==> src/rtl/fetch_stage_if.sv <==
// Program-memory bus between the fetch stage and Program_Memory: the stage
// drives the fetch address and receives the combinational instruction word.
interface fetch_stage_if #(
    parameter int DATA_WIDTH = 32
);
    logic [DATA_WIDTH-1:0] pc_o;
    logic [DATA_WIDTH-1:0] instruction_i;

    modport master (output pc_o, input instruction_i);
    modport slave  (input pc_o, output instruction_i);
endinterface

==> src/rtl/fetch_stage.sv <==
// Instruction-fetch stage: owns the PC, fills the IF/ID register, honours
// stall/flush/redirect and traps any capture from outside the text segment.
module fetch_stage #(
    parameter int                    DATA_WIDTH   = 32,
    parameter logic [DATA_WIDTH-1:0] RESET_PC     = 32'h0040_0000,
    parameter int                    MEMORY_DEPTH = 256
) (
    input  logic                  clk,
    input  logic                  reset,
    input  logic                  stall_i,
    input  logic                  flush_i,
    input  logic                  redirect_i,
    input  logic [DATA_WIDTH-1:0] redirect_pc_i,
    fetch_stage_if.master         imem,
    output logic [DATA_WIDTH-1:0] if_id_instruction_o,
    output logic [DATA_WIDTH-1:0] if_id_pc_plus4_o,
    output logic                  if_id_valid_o,
    output logic                  fault_o,
    output logic [DATA_WIDTH-1:0] fault_pc_o
);
    localparam logic [DATA_WIDTH-1:0] WINDOW = DATA_WIDTH'(4 * MEMORY_DEPTH);
    localparam logic [DATA_WIDTH-1:0] FOUR   = DATA_WIDTH'(4);

    typedef enum logic {RUN = 1'b0, FAULT = 1'b1} state_t;

    state_t                state_q, state_d;
    logic [DATA_WIDTH-1:0] pc_q, pc_d;
    logic [DATA_WIDTH-1:0] if_id_instr_q, if_id_instr_d;
    logic [DATA_WIDTH-1:0] if_id_pc4_q, if_id_pc4_d;
    logic                  if_id_valid_q, if_id_valid_d;
    logic                  fault_q, fault_d;
    logic [DATA_WIDTH-1:0] fault_pc_q, fault_pc_d;

    logic [DATA_WIDTH-1:0] pc_plus4;
    logic [DATA_WIDTH-1:0] pc_offset;
    logic                  pc_bad;
    logic                  capture;

    // A PC below RESET_PC wraps to a huge offset, so one unsigned compare covers both ends.
    assign pc_plus4  = pc_q + FOUR;
    assign pc_offset = pc_q - RESET_PC;
    assign pc_bad    = (pc_q[1:0] != 2'b00) || (pc_offset >= WINDOW);
    assign capture   = !flush_i && !stall_i;

    always_ff @(posedge clk) begin
        if (reset) begin
            state_q       <= RUN;
            pc_q          <= RESET_PC;
            if_id_instr_q <= '0;
            if_id_pc4_q   <= '0;
            if_id_valid_q <= 1'b0;
            fault_q       <= 1'b0;
            fault_pc_q    <= '0;
        end else begin
            state_q       <= state_d;
            pc_q          <= pc_d;
            if_id_instr_q <= if_id_instr_d;
            if_id_pc4_q   <= if_id_pc4_d;
            if_id_valid_q <= if_id_valid_d;
            fault_q       <= fault_d;
            fault_pc_q    <= fault_pc_d;
        end
    end

    always_comb begin
        state_d = state_q;
        if (state_q == RUN && capture && pc_bad) begin
            state_d = FAULT;
        end
    end

    always_comb begin
        pc_d          = pc_q;
        if_id_instr_d = if_id_instr_q;
        if_id_pc4_d   = if_id_pc4_q;
        if_id_valid_d = if_id_valid_q;
        fault_d       = fault_q;
        fault_pc_d    = fault_pc_q;
        if (state_q == FAULT) begin
            if_id_instr_d = '0;
            if_id_pc4_d   = '0;
            if_id_valid_d = 1'b0;
        end else if (capture && pc_bad) begin
            // Trap wins over any same-cycle redirect: the PC freezes on the bad address.
            fault_d       = 1'b1;
            fault_pc_d    = pc_q;
            if_id_instr_d = '0;
            if_id_pc4_d   = '0;
            if_id_valid_d = 1'b0;
        end else begin
            if (redirect_i) begin
                pc_d = redirect_pc_i;
            end else if (!stall_i) begin
                pc_d = pc_plus4;
            end
            if (flush_i) begin
                if_id_instr_d = '0;
                if_id_pc4_d   = '0;
                if_id_valid_d = 1'b0;
            end else if (!stall_i) begin
                if_id_instr_d = imem.instruction_i;
                if_id_pc4_d   = pc_plus4;
                if_id_valid_d = 1'b1;
            end
        end
    end

    assign imem.pc_o           = pc_q;
    assign if_id_instruction_o = if_id_instr_q;
    assign if_id_pc_plus4_o    = if_id_pc4_q;
    assign if_id_valid_o       = if_id_valid_q;
    assign fault_o             = fault_q;
    assign fault_pc_o          = fault_pc_q;
endmodule

==> src/flat_wrapper.sv <==
// flat-port wrapper written by rule: the top's interface ports become plain ports
module fetch_stage_flat 
#(
    parameter int                    DATA_WIDTH   = 32,
    parameter logic [DATA_WIDTH-1:0] RESET_PC     = 32'h0040_0000,
    parameter int                    MEMORY_DEPTH = 256
)
  (clk, reset, stall_i, flush_i, redirect_i, redirect_pc_i, if_id_instruction_o, if_id_pc_plus4_o, if_id_valid_o, fault_o, fault_pc_o, imem_pc_o, imem_instruction_i);
  fetch_stage_if #(.DATA_WIDTH(DATA_WIDTH)) imem_i ();
  input  logic clk;
  input  logic reset;
  input  logic stall_i;
  input  logic flush_i;
  input  logic redirect_i;
  input  logic [DATA_WIDTH-1:0] redirect_pc_i;
  output logic [DATA_WIDTH-1:0] if_id_instruction_o;
  output logic [DATA_WIDTH-1:0] if_id_pc_plus4_o;
  output logic if_id_valid_o;
  output logic fault_o;
  output logic [DATA_WIDTH-1:0] fault_pc_o;
  output wire logic [$bits(imem_i.pc_o)-1:0] imem_pc_o;
  input wire logic [$bits(imem_i.instruction_i)-1:0] imem_instruction_i;
  assign imem_pc_o = imem_i.pc_o;
  assign imem_i.instruction_i = imem_instruction_i;
  fetch_stage #(.DATA_WIDTH(DATA_WIDTH), .RESET_PC(RESET_PC), .MEMORY_DEPTH(MEMORY_DEPTH)) u_core (.clk(clk), .reset(reset), .stall_i(stall_i), .flush_i(flush_i), .redirect_i(redirect_i), .redirect_pc_i(redirect_pc_i), .imem(imem_i), .if_id_instruction_o(if_id_instruction_o), .if_id_pc_plus4_o(if_id_pc_plus4_o), .if_id_valid_o(if_id_valid_o), .fault_o(fault_o), .fault_pc_o(fault_pc_o));
endmodule
==> config.mk <==
export PLATFORM = sky130hd
export DESIGN_NAME = fetch_stage_flat
export DESIGN_NICKNAME = d
export VERILOG_FILES = /design/src/rtl/fetch_stage_if.sv /design/src/rtl/fetch_stage.sv /design/src/flat_wrapper.sv
export SDC_FILE = /design/constraint.sdc
export NUM_CORES = 1
export LEC_CHECK = 0
export ABC_AREA = 1
export CAP_MARGIN = 25
export CORE_AREA = 8 8 91 174
export CTS_BUF_LIST = sky130_fd_sc_hd__clkbuf_16
export CTS_CLUSTER_SIZE = 8
export DETAILED_ROUTE_END_ITERATION = 10
export DIE_AREA = 0 0 99 182
export HOLD_SLACK_MARGIN = 0.1
export PLACE_DENSITY_LB_ADDON = 0.3
export SLEW_MARGIN = 10
export SYNTH_ARGS = -nofsm -noshare
export SYNTH_HDL_FRONTEND = slang
export SYNTH_SLANG_ARGS = --single-unit
==> constraint.sdc <==
create_clock -name clk -period 1.9 [get_ports clk]
set_input_delay 0.475 -clock clk [delete_from_list [all_inputs] [get_ports clk]]
set_output_delay 0.475 -clock clk [all_outputs]
set_load 0.02 [all_outputs]
==> After elaboration in Yosys (flattened, before gate mapping) <==
Index checks and enable logic that the tools add are counted.
{ "op_classes": {"add_sub_neg": 2, "n_lt_le_gt_ge": 1, "n_eq_ne": 1, "mux": 2, "bitwise_logic": 2, "reduce_logical": 11} }
{ "op_table": {"columns": ["cell", "count"], "rows": [
  ["32-bit two-way mux", 2],
  ["32-bit by 3-bit adder with 32-bit output, second input constant", 1],
  ["32-bit by 11-bit >= comparator with 1-bit output, second input constant", 1],
  ["32-bit by 23-bit subtractor with 32-bit output, second input constant", 1],
  ["1-bit logical AND", 4],
  ["4-bit OR reduction", 1],
  ["3-bit AND reduction", 1],
  ["1-bit zero test", 2],
  ["2-bit by 1-bit inequality test with 1-bit output, second input constant", 1],
  ["1-bit inverter", 2],
  ["2-bit AND reduction", 1],
  ["2-bit nonzero test", 1],
  ["1-bit logical OR", 1]
]} }
{ "word_totals": {"ff_bits": 131, "in_bits": 69, "word_cells": 26} }

==> Longest topological paths before layout <==
{ "depth": {"ltp_word": 6, "mapped_depth": 13, "ltp_nobuf": 11} }

==> Worst setup path before layout <==
No wires, ideal clock.
{ "synth_path": {"kind": "flip-flop to flip-flop", "start": "register u_core.pc_q[2] (netlist: u_core.imem.pc_o[2])", "end": "register u_core.pc_q[20] (netlist: u_core.imem.pc_o[20])", "setup_ns": 0.113, "arrival_ns": 1.679, "slack_ns": 0.108, "stages_incl_launch_ff": 11, "period_less_slack_ns": 1.792, "path_cell_list": "dfxtp_1 ha_1 nand3_1 nor2_1 nand2_1 nor2_1 nand3_1 nand3_1 nand2_1 nor2_1 nor2_1"} }
{ "synth_via": {"elab_chain_cells": 6, "word_cells_on_any_way": 9} }
{ "synth_lines": {"columns": ["element", "line_no", "source"], "rows": [
  ["start: declaration", "fetch_stage.sv:27", "logic [DATA_WIDTH-1:0] pc_q, pc_d;"],
  ["start signal: assignment", "fetch_stage.sv:56", "pc_q <= pc_d;"],
  ["32-bit by 23-bit subtractor with 32-bit output", "fetch_stage.sv:41", "assign pc_offset = pc_q - RESET_PC;"],
  ["32-bit by 11-bit >= comparator with 1-bit output", "fetch_stage.sv:42", "assign pc_bad = (pc_q[1:0] != 2'b00) || (pc_offset >= WINDOW);"],
  ["1-bit logical OR", "fetch_stage.sv:42", null],
  ["1-bit logical AND", "fetch_stage.sv:83", "end else if (capture && pc_bad) begin"],
  ["1-bit inverter (no line)", null, null],
  ["3-bit AND reduction (no line)", null, null]
]} }
Several ways; a longest one is shown, not always the timed one. The select of a mux whose other input is x is not followed.
A chain may end at the register's enable or synchronous reset.

==> Final worst setup path <==
{ "layout_path": {"start": "register u_core.if_id_pc4_q[1] (netlist: u_core.if_id_pc_plus4_o[1])", "end": "output port if_id_pc_plus4_o[1]"} }
{ "layout_rtl": {"columns": ["element", "line_no", "source"], "rows": [
  ["start: declaration", "fetch_stage.sv:29", "logic [DATA_WIDTH-1:0] if_id_pc4_q, if_id_pc4_d;"],
  ["start signal: assignment", "fetch_stage.sv:58", "if_id_pc4_q <= if_id_pc4_d;"],
  ["end: declaration", "flat_wrapper.sv:17", "output logic [DATA_WIDTH-1:0] if_id_pc_plus4_o;"]
]} }
No word-level cell between the ends.

==> results.txt <==
Via Count -> 6,749
Peak Freq -> 539 MHz
largest net degree at the start of global routing -> 49
GP Congestion -> 0.957
Ys Warns -> 0
post-synth cell types -> 27
Mapped Nets -> 976
root buffer cell -> clkbuf_16
clock share of power -> 0.414
Data arrival, critical path -> 1.38 ns
Slowest-stage cell, CP -> clkdlybuf4s50_1
CTS Buf Count -> 17
CP max FO -> 2
CP endpoint kind -> output port
Max-slew headroom -> 0.789
post-CTS sizing -> 31
peak supply drop -> 707 µV
endpoints failing setup -> 0
sequential share of the synthesized area -> 0.421
Hold/Removal Path Class -> reg2reg
PwrDens -> 828 mW/mm²
switching share of power -> 0.293
area grow syn2layout -> 51.5%
FP Rows -> 60
Seq pwr share -> 0.385
# H-tree levels -> 4
die height -> 182 µm
synthesized area -> 0.00622 mm²
drt wl/cell -> 16.5 µm
Post-synth top flop -> dfxtp_1
Worst-Margin Slew -> 0.317 ns
CTS Buffer Depth -> 2
Period minus WS final -> 1.86 ns
antenna violations before repair -> 0
NumNets Final -> 1,219
Crit path largest cell delay -> 0.63 ns
Post-synth ARST share -> 0
synthesized area per cell -> 6.88 µm²
final wirelength -> 21,800 µm
Pleak -> 4.29 nW
first drt pass iteration count -> 5
crit path cell chain -> clkdlybuf4s50_1
antenna-violating nets left -> 0
max_cap viols -> 0
CTS tree -> built
hold_buf cts -> 0
Final Max Slew Viols -> 0
setup bufs post-CTS -> 0
outcome -> finished clean
Comb pwr share -> 0.201
Final Hold Viols -> 0
num ports -> 199
clock skew -> 0.0129 ns
Seq cells post-synth -> 131
Chip Width -> 99 µm
total power -> 7.81 mW
Non-Filler Instances -> 1,316
Core Region -> 0.0134 mm²
GRT Util Overall -> 0.246
Port Buffer Count -> 198
Critical Path RT -> 1.42 ns
clock sink count -> 131
CTS clk-pin slew, worst paths -> 0.06 ns
DRC -> 0
vias in the first global route -> 6,867
clk_lat worst skew -> 0.42 ns
CP top delay family -> buffers and inverters
WS Path Type -> reg2out
die footprint -> 0.0180 mm²
crit path launch type -> register
first-pass GRT wire length -> 34,900 µm
layout cells sized above 1 -> 0.111
total gr overflow -> 0
P_int -> 5.52 mW
Mapped Cells -> 905
number of flops mapped to enable cells by yosys -> 0
Post-Place Cells -> 1,284
Starting Density -> 0.463
Buf+Inv Stages, Crit Path -> 1
Switching Power -> 2.29 mW
average vias per placed instance -> 5.13
HPWL after DPL -> 17,100 µm
ant diodes -> 0
drt initial violations -> 330
Final Cycle Share -> 0.977
[routing by layer]
layer,routed length [µm],track usage
met1,7880,0.238
met2,11400,0.452
met3,1330,0.0651
met4,1160,0.141
met5,0,0
[state kept, by name, indices dropped and copies added (netlist names)]
name,count
u_core.if_id_valid_o,1
u_core.if_id_pc_plus4_o,32
u_core.fault_pc_o,32
u_core.if_id_instruction_o,32
u_core.imem.pc_o,32
u_core.state_q,1
u_core.fault_o,1
[final timing paths]
path / startpoint / endpoint / slack, ns / cells past startpoint
max reg2reg: u_core.imem.pc_o[2] / u_core.if_id_pc_plus4_o[17] / 0.14 / 9
min reg2reg: u_core.fault_pc_o[25] / u_core.fault_pc_o[25] / 0.46 / 2
min: u_core.fault_pc_o[25] / u_core.fault_pc_o[25] / 0.46 / 2
max: u_core.if_id_pc_plus4_o[1] / if_id_pc_plus4_o[1] / 0.04 / 1
[power by group through the flow]
stage	sequential [mW]	clock, mW	combinational, mW
floorplan	3.21	0	0.672
global placement	3.06	0	1.58
detailed placement	3.06	0	1.60
CTS	3.00	3.27	1.56
global route	3.02	3.39	1.71
finish	3.01	3.23	1.57
[cell usage in the layout, fill, tap and decap left out, types with 2 or more instances in the layout]
| master | instances |
|---|---|
| nor2_4 | 3 |
| inv_2 | 5 |
| mux2i_1 | 39 |
| dlygate4sd2_1 | 29 |
| clkbuf_16 | 17 |
| buf_4 | 63 |
| dlymetal6s2s_1 | 9 |
| nand3_1 | 27 |
| xor2_1 | 8 |
| inv_1 | 51 |
| nand2_1 | 288 |
| nand3_4 | 2 |
| o21ai_0 | 16 |
| o21ai_1 | 2 |
| bufinv_16 | 2 |
| nand2_2 | 2 |
| dfxtp_1 | 129 |
| nor2_2 | 5 |
| dfxtp_2 | 2 |
| ha_1 | 2 |
| clkdlybuf4s50_1 | 159 |
| clkinv_4 | 5 |
| nor2_1 | 189 |
| o2111ai_1 | 11 |
| a21boi_0 | 2 |
| a21oi_1 | 49 |
| buf_12 | 11 |
| nand2_4 | 2 |
| clkinvlp_4 | 2 |
| nand4_1 | 18 |
| inv_6 | 3 |
[stage by stage]
| step | TNS [ns] | hold WS (ns) | util | instance area (µm²) | setup slack [ns] |
|---|---|---|---|---|---|
| floorplan | 0 | 0.453 | - | 6220 | 0.108 |
| finish | 0 | 0.461 | 0.702 | 9430 | 0.0444 |
| detailed placement | -0.0589 | 0.454 | 0.656 | 8810 | -0.0172 |
| CTS | 0 | 0.463 | 0.697 | 9360 | 0.00256 |
| global placement | 0 | 0.451 | 0.656 | 8810 | 0.0284 |
| global route | -0.00569 | 0.477 | 0.702 | 9430 | -0.00567 |
[layout make-up]
class | count | area [µm²]
Timing Repair Buffer | 273 | 2670
Tap cell | 155 | 194
Clock buffer | 17 | 425
Sequential cell | 131 | 2630
Clock inverter | 15 | 158
Fill cell | 1143 | 4010
Inverter | 55 | 206
Multi-Input combinational cell | 670 | 3150
[cells by family (layout without fill, tap and decap cells)]
group	after synthesis	in the layout	share of synthesized area
and+or+nand+nor	538	538	0.346
muxes	39	39	0.0627
DFF	131	131	0.421
xor gates and xnor gates	10	10	0.0141
adders and majority gates	2	2	0.00402
AOI/OAI and AO/OA	81	81	0.0730
buffers and inverters	104	360	0.0782
[cell usage after synthesis, types with 9 or more instances]
cell	count	area, µm²
nand2_1	289	1080
o2111ai_1	11	96.3
inv_1	50	188
buf_6	10	113
xor2_1	9	78.8
buf_2	11	55.1
mux2i_1	39	390
dfxtp_1	131	2620
clkbuf_1	23	86.3
nor2_1	195	732
o21ai_0	18	90.1
a21oi_1	49	245
nand4_1	18	113
nand3_1	28	140
Note: power is estimated with default switching activity, not from simulation.
